--- config.mk ---
export PLATFORM = sky130hd
export DESIGN_NAME = fifo_rd_stream_flat
export DESIGN_NICKNAME = d
export VERILOG_FILES = /design/src/rtl/fifo_rd_stream_if.sv /design/src/rtl/fifo_rd_stream.sv /design/src/flat_wrapper.sv
export SDC_FILE = /design/constraint.sdc
export NUM_CORES = 1
export LEC_CHECK = 0
export BUFFER_PORTS_ARGS = -buffer_cell sky130_fd_sc_hd__clkbuf_2
export CAP_MARGIN = 20
export CORE_MARGIN = 2
export CORE_UTILIZATION = 35
export DETAILED_ROUTE_END_ITERATION = 10
export PLACE_DENSITY = 0.63
export SKIP_LAST_GASP = 1
export SLEW_MARGIN = 20
export SYNTH_ARGS = -nofsm -noshare
export SYNTH_HDL_FRONTEND = slang
export SYNTH_SLANG_ARGS = --single-unit
--- constraint.sdc ---
create_clock -name clk -period 2.38 [get_ports clk]
set_clock_uncertainty 0.05 [all_clocks]
set_input_delay 0 -clock clk [delete_from_list [all_inputs] [get_ports clk]]
set_output_delay 0 -clock clk [all_outputs]
set_load 0.02 [all_outputs]
--- src/rtl/fifo_rd_stream_if.sv ---
// fifo_rd_stream_if: FIFO read side, output stream and status of the drain stage.
// FIFO_RD_STREAM_STATS_EN adds the stall_cnt/starve_cnt status counters.
interface fifo_rd_stream_if #(parameter int DW = 32);
  logic drain_en;
  logic fifo_empty;
  logic [DW-1:0] fifo_data_op;
  logic fifo_rd_en;
  logic [DW-1:0] m_data;
  logic m_valid;
  logic m_ready;
  logic m_last;
  logic [15:0] pkt_cnt;
`ifdef FIFO_RD_STREAM_STATS_EN
  logic [31:0] stall_cnt;
  logic [31:0] starve_cnt;
  modport master (
    input  drain_en, fifo_empty, fifo_data_op, m_ready,
    output fifo_rd_en, m_data, m_valid, m_last, pkt_cnt, stall_cnt, starve_cnt
  );
  modport slave (
    output drain_en, fifo_empty, fifo_data_op, m_ready,
    input  fifo_rd_en, m_data, m_valid, m_last, pkt_cnt, stall_cnt, starve_cnt
  );
`else
  modport master (
    input  drain_en, fifo_empty, fifo_data_op, m_ready,
    output fifo_rd_en, m_data, m_valid, m_last, pkt_cnt
  );
  modport slave (
    output drain_en, fifo_empty, fifo_data_op, m_ready,
    input  fifo_rd_en, m_data, m_valid, m_last, pkt_cnt
  );
`endif
endinterface

--- src/rtl/fifo_rd_stream.sv ---
// fifo_rd_stream: drains a registered-output FIFO into a framed valid/ready stream.
// FIFO_RD_STREAM_STATS_EN adds saturating stall and starve cycle counters.
module fifo_rd_stream #(
  parameter int DW         = 32,
  parameter int PKT_LEN    = 8,
  parameter int OBUF_DEPTH = 4
) (
  input logic clk,
  input logic rst,
  fifo_rd_stream_if.master bus
);
  localparam int AW = OBUF_DEPTH > 1 ? $clog2(OBUF_DEPTH) : 1;
  localparam int CW = $clog2(OBUF_DEPTH + 1);
  localparam logic [CW:0] OCC_LIM = (CW+1)'(OBUF_DEPTH - 1);
  localparam logic [AW-1:0] PTR_MAX = AW'(OBUF_DEPTH - 1);
  localparam logic [15:0] IDX_LAST = 16'(PKT_LEN - 1);

  logic [DW-1:0] buf_q [OBUF_DEPTH];
  logic [AW-1:0] head_q, head_d;
  logic [AW-1:0] tail_q, tail_d;
  logic [CW-1:0] cnt_q, cnt_d;
  logic inflight_q;
  logic [15:0] idx_q, idx_d;
  logic [15:0] pkt_q, pkt_d;
  logic [CW:0] occ;
  logic rd_en, valid, pop, last;

  // Words already strobed but not yet captured still reserve a buffer slot.
  always_comb begin
    occ    = {1'b0, cnt_q} + (CW+1)'(inflight_q);
    rd_en  = rst && bus.drain_en && !bus.fifo_empty &&
             (occ < OCC_LIM || (occ == OCC_LIM && !inflight_q));
    valid  = cnt_q != '0;
    pop    = valid && bus.m_ready;
    last   = valid && idx_q == IDX_LAST;
    head_d = pop ? (head_q == PTR_MAX ? '0 : head_q + 1'b1) : head_q;
    tail_d = inflight_q ? (tail_q == PTR_MAX ? '0 : tail_q + 1'b1) : tail_q;
    cnt_d  = cnt_q + CW'(inflight_q) - CW'(pop);
    idx_d  = pop ? (last ? '0 : idx_q + 16'd1) : idx_q;
    pkt_d  = (pop && last) ? pkt_q + 16'd1 : pkt_q;
  end

  always_ff @(posedge clk) begin
    if (!rst) begin
      for (int i = 0; i < OBUF_DEPTH; i++) buf_q[i] <= '0;
      head_q     <= '0;
      tail_q     <= '0;
      cnt_q      <= '0;
      inflight_q <= 1'b0;
      idx_q      <= '0;
      pkt_q      <= '0;
    end else begin
      if (inflight_q) buf_q[tail_q] <= bus.fifo_data_op;
      head_q     <= head_d;
      tail_q     <= tail_d;
      cnt_q      <= cnt_d;
      inflight_q <= rd_en;
      idx_q      <= idx_d;
      pkt_q      <= pkt_d;
    end
  end

  assign bus.fifo_rd_en = rd_en;
  assign bus.m_valid    = valid;
  assign bus.m_data     = buf_q[head_q];
  assign bus.m_last     = last;
  assign bus.pkt_cnt    = pkt_q;

`ifdef FIFO_RD_STREAM_STATS_EN
  logic [31:0] stall_q, starve_q;

  always_ff @(posedge clk) begin
    if (!rst) begin
      stall_q  <= '0;
      starve_q <= '0;
    end else begin
      if (valid && !bus.m_ready && stall_q != '1) stall_q <= stall_q + 32'd1;
      if (bus.drain_en && bus.fifo_empty && !valid && starve_q != '1) starve_q <= starve_q + 32'd1;
    end
  end

  assign bus.stall_cnt  = stall_q;
  assign bus.starve_cnt = starve_q;
`endif
endmodule

--- src/flat_wrapper.sv ---
// flat-port wrapper written by rule: the top's interface ports become plain ports
module fifo_rd_stream_flat 
#(
  parameter int DW         = 32,
  parameter int PKT_LEN    = 8,
  parameter int OBUF_DEPTH = 4
)
  (clk, rst, bus_drain_en, bus_fifo_empty, bus_fifo_data_op, bus_m_ready, bus_fifo_rd_en, bus_m_data, bus_m_valid, bus_m_last, bus_pkt_cnt);
  fifo_rd_stream_if #(.DW(DW)) bus_i ();
  input logic clk;
  input logic rst;
  input wire logic [$bits(bus_i.drain_en)-1:0] bus_drain_en;
  input wire logic [$bits(bus_i.fifo_empty)-1:0] bus_fifo_empty;
  input wire logic [$bits(bus_i.fifo_data_op)-1:0] bus_fifo_data_op;
  input wire logic [$bits(bus_i.m_ready)-1:0] bus_m_ready;
  output wire logic [$bits(bus_i.fifo_rd_en)-1:0] bus_fifo_rd_en;
  output wire logic [$bits(bus_i.m_data)-1:0] bus_m_data;
  output wire logic [$bits(bus_i.m_valid)-1:0] bus_m_valid;
  output wire logic [$bits(bus_i.m_last)-1:0] bus_m_last;
  output wire logic [$bits(bus_i.pkt_cnt)-1:0] bus_pkt_cnt;
  assign bus_i.drain_en = bus_drain_en;
  assign bus_i.fifo_empty = bus_fifo_empty;
  assign bus_i.fifo_data_op = bus_fifo_data_op;
  assign bus_i.m_ready = bus_m_ready;
  assign bus_fifo_rd_en = bus_i.fifo_rd_en;
  assign bus_m_data = bus_i.m_data;
  assign bus_m_valid = bus_i.m_valid;
  assign bus_m_last = bus_i.m_last;
  assign bus_pkt_cnt = bus_i.pkt_cnt;
  fifo_rd_stream #(.DW(DW), .PKT_LEN(PKT_LEN), .OBUF_DEPTH(OBUF_DEPTH)) u_core (.clk(clk), .rst(rst), .bus(bus_i));
endmodule
Word level (Yosys, flattened, before mapping)

Memories as Yosys holds them, arrays and structs flattened. A register that Yosys moved wholly into a read port is not among the register bits.
Index checks and enable logic that the tools add are counted.

Memories kept: 1
Output and inout port bits: 51
Bits in writable memories: 128
Logic and storage cells: 43
Register bits after elaboration: 40
Input port bits: 37

Reduce and logical (&&, ||, !) cells: 12
Equal/unequal tests: 4
Magnitude comparators: 1
Add/subtract/negate cells: 7
Mux-type cells: 12

Memory list:

| memory       | words | width | read ports | clocked after memory_dff | write ports | line                 | RTL |
|---|---|---|---|---|---|---|---|
| u_core.buf_q | 4     | 32    | 1          | 1                        | 4           | fifo_rd_stream.sv:18 | `logic [DW-1:0] buf_q [OBUF_DEPTH];` |

Operators by type and width:

| operator                                                    | number |
|---|---|
| adder 16 x 1 -> 16 bit (second input constant)              | 2 |
| two-way mux 32 bit                                          | 1 |
| OR reduction 32 bit                                         | 1 |
| == test 16 x 3 -> 1 bit (second input constant)             | 1 |
| two-way mux 16 bit                                          | 1 |
| two-way mux 2 bit                                           | 5 |
| logical AND 1 bit                                           | 7 |
| two-way mux 1 bit                                           | 5 |
| adder 2 x 1 -> 2 bit (second input constant)                | 2 |
| adder 3 x 1 -> 4 bit                                        | 1 |
| == test 2 bit (second input constant)                       | 2 |
| == test 4 x 2 -> 1 bit (second input constant)              | 1 |
| less-than comparator 4 x 2 -> 1 bit (second input constant) | 1 |
| adder 3 x 1 -> 3 bit                                        | 1 |
| nonzero test 3 bit                                          | 1 |
| subtractor 3 x 1 -> 3 bit                                   | 1 |
| logical NOT 1 bit                                           | 2 |
| logical OR 1 bit                                            | 1 |

Depth between registers and ports, before layout

Word-level depth: 5
Mapped depth: 9

Worst setup path before layout

Ideal clock, no wire load.

Path kind: flip-flop to flip-flop
Start point: register u_core.inflight_q
End point: memory u_core.buf_q[2][0] (enable)
Slack: -0.045 ns
Arrival time: 1.981 ns
Stages on the path, launching flop included: 5
Buffers on the path: 1
Cells stage by stage: dfxtp_1 > clkbuf_1 > nand2_1 > nor3b_1 > nand2b_1

RTL lines:

| what                   | line                 | RTL |
|---|---|---|
| start, declared        | fifo_rd_stream.sv:22 | `logic inflight_q;` |
| start signal, assigned | fifo_rd_stream.sv:57 | `inflight_q <= rd_en;` |
| end, declared          | fifo_rd_stream.sv:18 |  |

Worst setup path after layout

Start point: register u_core.cnt_q[0]
End point: output bus_fifo_rd_en

Cells in the longest elaborated chain, start to end: 5

Ends and longest elaborated chain:

| what                                                                                        | line                 | RTL |
|---|---|---|
| start, declared                                                                             | fifo_rd_stream.sv:21 | `logic [CW-1:0] cnt_q, cnt_d;` |
| start signal, assigned                                                                      | fifo_rd_stream.sv:56 | `cnt_q <= cnt_d;` |
| adder 3 x 1 -> 4 bit *                                                                      | fifo_rd_stream.sv:30 | `occ = {1'b0, cnt_q} + (CW+1)'(inflight_q);` |
| parallel branches: the longest is 2 deep, another holds less-than comparator 4 x 2 -> 1 bit | --                   |  |
| logical OR 1 bit *                                                                          | fifo_rd_stream.sv:32 | `(occ < OCC_LIM \|\| (occ == OCC_LIM && !inflight_q));` |
| logical AND 1 bit *                                                                         | fifo_rd_stream.sv:31 | `rd_en = rst && bus.drain_en && !bus.fifo_empty &&` |
| end, declared                                                                               | flat_wrapper.sv:16   | `output wire logic [$bits(bus_i.fifo_rd_en)-1:0] bus_fifo_rd_en;` |

Every way passes the cells marked *.

==> flow_summary_export.csv <==
group,metric,value,unit
clock_tree,clk_path_buf_depth,2,
critical_path,path_class,"reg -> out",
yosys,syn_area,7540,sq um
routing,wire_per_inst,18.0,microns
sta,setup-tns-final,0,ps
routing,vias,5033,
floorplanning,die_y,151,microns
place,dp_slack,190,ps
sta,tightest_slew,776,ps
final_layout,fill_cells,1918,
global_routing,grt_max_degree,41,
power_and_ir_drop,total_power,7.75,mW
yosys,synth.distinct_cells,33,
yosys,syn-num-nets,597,
yosys,synth-edff-count,128,
global_routing,antenna_found_initial,1,
sta,postLayoutSetupSlackWorst,180,ps
yosys,synth_top_flop_cell,"edfxtp_1",
sta,finalHoldViolCount,0,
critical_path,cp_cell_sequence,"ha_1 -> ha_1 -> nand3_1 -> nand2_1 -> a2111oi_2 -> clkbuf_2",
final_layout,final_cells,965,
sta,finalHoldWorstSlack,76.7,ps
critical_path,max_stage_delay,470,ps
critical_path,cp_slowest_cell,"dfxtp_1",
yosys,synth-xor-area-share,0.0116,
sta,finalWorstPathRequiredPeriod,2200,ps
sta,max_clock_freq,454,MHz
run,cap_violations,0,
final_layout,final_area,9380,sq um
floorplanning,core,21100,sq um
routing,dr.pass1.iters,5,
critical_path,crit_required,2330,ps
worst_hold_path,hold_class,"in -> reg",
power_and_ir_drop,vdd_ir_drop_max,0.000501,V
power_and_ir_drop,pwr_density_cell,826,nW/um^2
place,port_buffers,87,
routing,antenna_left,0,
sta,drv_slew,0,
yosys,yosysWarnings,0,
floorplanning,rows,53,
sta,slew_headroom,0.482,
final_layout,final_common_cell,"edfxtp_1",
final_layout,final_util,0.445,
yosys,synth.area.mux_share,0.0983,
routing,drc,0,
final_layout,final_cell_mix,"edfxtp_1 (128), and2_1 (99), clkbuf_2 (87), dfxtp_1 (40), and3_1 (36)",
yosys,synth_compound_area_frac,0.0437,
floorplanning,die_w,151,microns
clock_tree,cts_inserted_buffers,17,
power_and_ir_drop,p_leak,3.59,nW
place,post_dp_cell_area,8400,sq um
critical_path,cp-end-kind,"output pin",
final_layout,syn2layout_area_growth,24.4,%
yosys,postSynthAreaPerCell,13.7,sq um
yosys,async_reset_ff_frac,0,
critical_path,path_max_fanout,6,
routing,wl,17.4,mm
yosys,synth_cells,551,
floorplanning,start_util,0.357,
sta,finalCritPeriodShare,0.925,
global_routing,grt_pass1_wl,27.2,mm
routing,vias_per_cell,5.22,
sta,grt_setup_unrepaired,"yes",
critical_path,path_buf_inv,1,
critical_path,crit_arrival,2150,ps
floorplanning,dieArea,22700,sq um
yosys,yosysSeqAreaShare,0.621,
critical_path,cpMostUsedCell,"ha_1",
critical_path,start_kind,"flop",
place,dp_hpwl,10.8,mm
global_routing,overflow,0,
clock_tree,clockRootBuffer,"clkbuf_16",
run_status,status,"finished clean",
routing,drt-initial-drc-count,269,
floorplanning,io_pins,88,
clock_tree,clk_latency,420,ps
place,dp_cells,898,
sta,setup_viol,0,
place,globalplace.congestion,0.832,
clock_tree,cts_sinks,170,
global_routing,grt.total_usage,0.158,
final_layout,fin_nets,722,
yosys,synth_fa_ha_area_frac,0.0159,
final_layout,drive_gt1_frac,0.270,
global_routing,grt_pass1_vias,5192,
yosys,synth_top_family_by_area,"simple AND/OR/NAND/NOR gates",
yosys,ys_ff_latch,170,
clock_tree,h-tree-depth,4,
yosys,synthSimpleGateAreaFrac,0.187,
clock_tree,clkTransAtPathRegs,60,ps
clock_tree,cts_tree,"yes",
critical_path,cpLargestDelayFamily,"adder cells",
sequential cells by signal (all words and copies together), names as in the netlist, named ones only:
name / flops
u_core.buf_q: 128
u_core.tail_q: 2
u_core.inflight_q: 1
u_core.idx_q: 16
u_core.bus.pkt_cnt: 16
u_core.cnt_q: 3
u_core.head_q: 2
what timing repair did:
| item | in CTS | in global routing |
|---|---|---|
| buffers inserted | 0 | 0 |
| setup endpoints to repair | 1 | 3 |
| hold buffers | 34 | 0 |
| hold endpoints to repair | 129 | 0 |
| resized for setup | 1 | 2 |
worst paths after layout:
check / start / cells after the start / slack, ps / endpoint
max reg2reg: u_core.cnt_q[0]$_SDFF_PN0_ / 6 / 220 / u_core.inflight_q$_SDFF_PN0_
min reg2reg: u_core.idx_q[1]$_SDFFE_PN0P_ / 2 / 440 / u_core.idx_q[1]$_SDFFE_PN0P_
max: u_core.cnt_q[0]$_SDFF_PN0_ / 6 / 180 / bus_fifo_rd_en
min: bus_m_ready / 4 / 80 / u_core.cnt_q[0]$_SDFF_PN0_
routing by layer:
| layer | vias up | GRT usage | share of wire |
|---|---|---|---|
| met5 | - | 0 | 0 |
| met4 | 0 | 0.0350 | 0.0083 |
| met3 | 15 | 0.0406 | 0.061 |
| met2 | 150 | 0.280 | 0.52 |
| met1 | 2535 | 0.194 | 0.41 |
| li1 | 2333 | - | - |
synthesized netlist by cell type, drive strengths merged, types with 2 or more instances:
master	n	area share
a2111oi	2	0.0023
a21oi	28	0.019
and2	99	0.082
and3	36	0.030
and4	5	0.0058
buf	10	0.0063
clkbuf	25	0.012
dfxtp	42	0.11
edfxtp	128	0.51
ha	8	0.013
inv	7	0.0035
mux2i	2	0.0027
mux4	32	0.096
nand2	17	0.0085
nand2b	3	0.0025
nand3	13	0.0086
nand4	8	0.0075
nor2	16	0.0080
nor3	5	0.0033
nor3b	2	0.0020
nor4	2	0.0056
o21ai	10	0.0066
o31ai	15	0.015
or3	9	0.0075
or4	14	0.014
xnor2	6	0.0070
xor2	4	0.0046
cell families (layout without fill, tap and decap cells):
group | after synthesis | count (layout)
flip-flops | 170 | 170
XOR/XNOR | 10 | 10
buffers and inverters | 42 | 180
AO/OA/AOI/OAI | 56 | 56
other | 0 | 1
adder cells (fa/ha/maj) | 9 | 9
multiplexers | 34 | 34
AND/OR/NAND/NOR | 230 | 230
power by group:
part | switching [mW] | internal (mW) | total [mW]
clock network | 1.28 | 1.61 | 2.89
logic | 0.767 | 0.614 | 1.38
registers | 0.145 | 3.34 | 3.48
final cells by class:
class / instances / area [sq um] / share of cell area
sequential: 170 / 4690 / 0.500
multi-input combinational: 339 / 2730 / 0.291
timing repair buffer: 141 / 963 / 0.103
clock buffer: 17 / 425 / 0.0454
tap: 275 / 344 / 0.0367
clock inverter: 15 / 200 / 0.0213
inverter: 7 / 26.3 / 0.00280
antenna: 1 / 2.50 / 0.000267
worst min-delay path, delay by kind of cell:
| family | cells | cell delay, ps |
|---|---|---|
| fa+ha+maj | 1 | 130 |
| simple gates | 1 | 110 |
| mux | 1 | 140 |
| buf+inv | 1 | 130 |
Note: power is estimated with default switching activity, not from simulation.
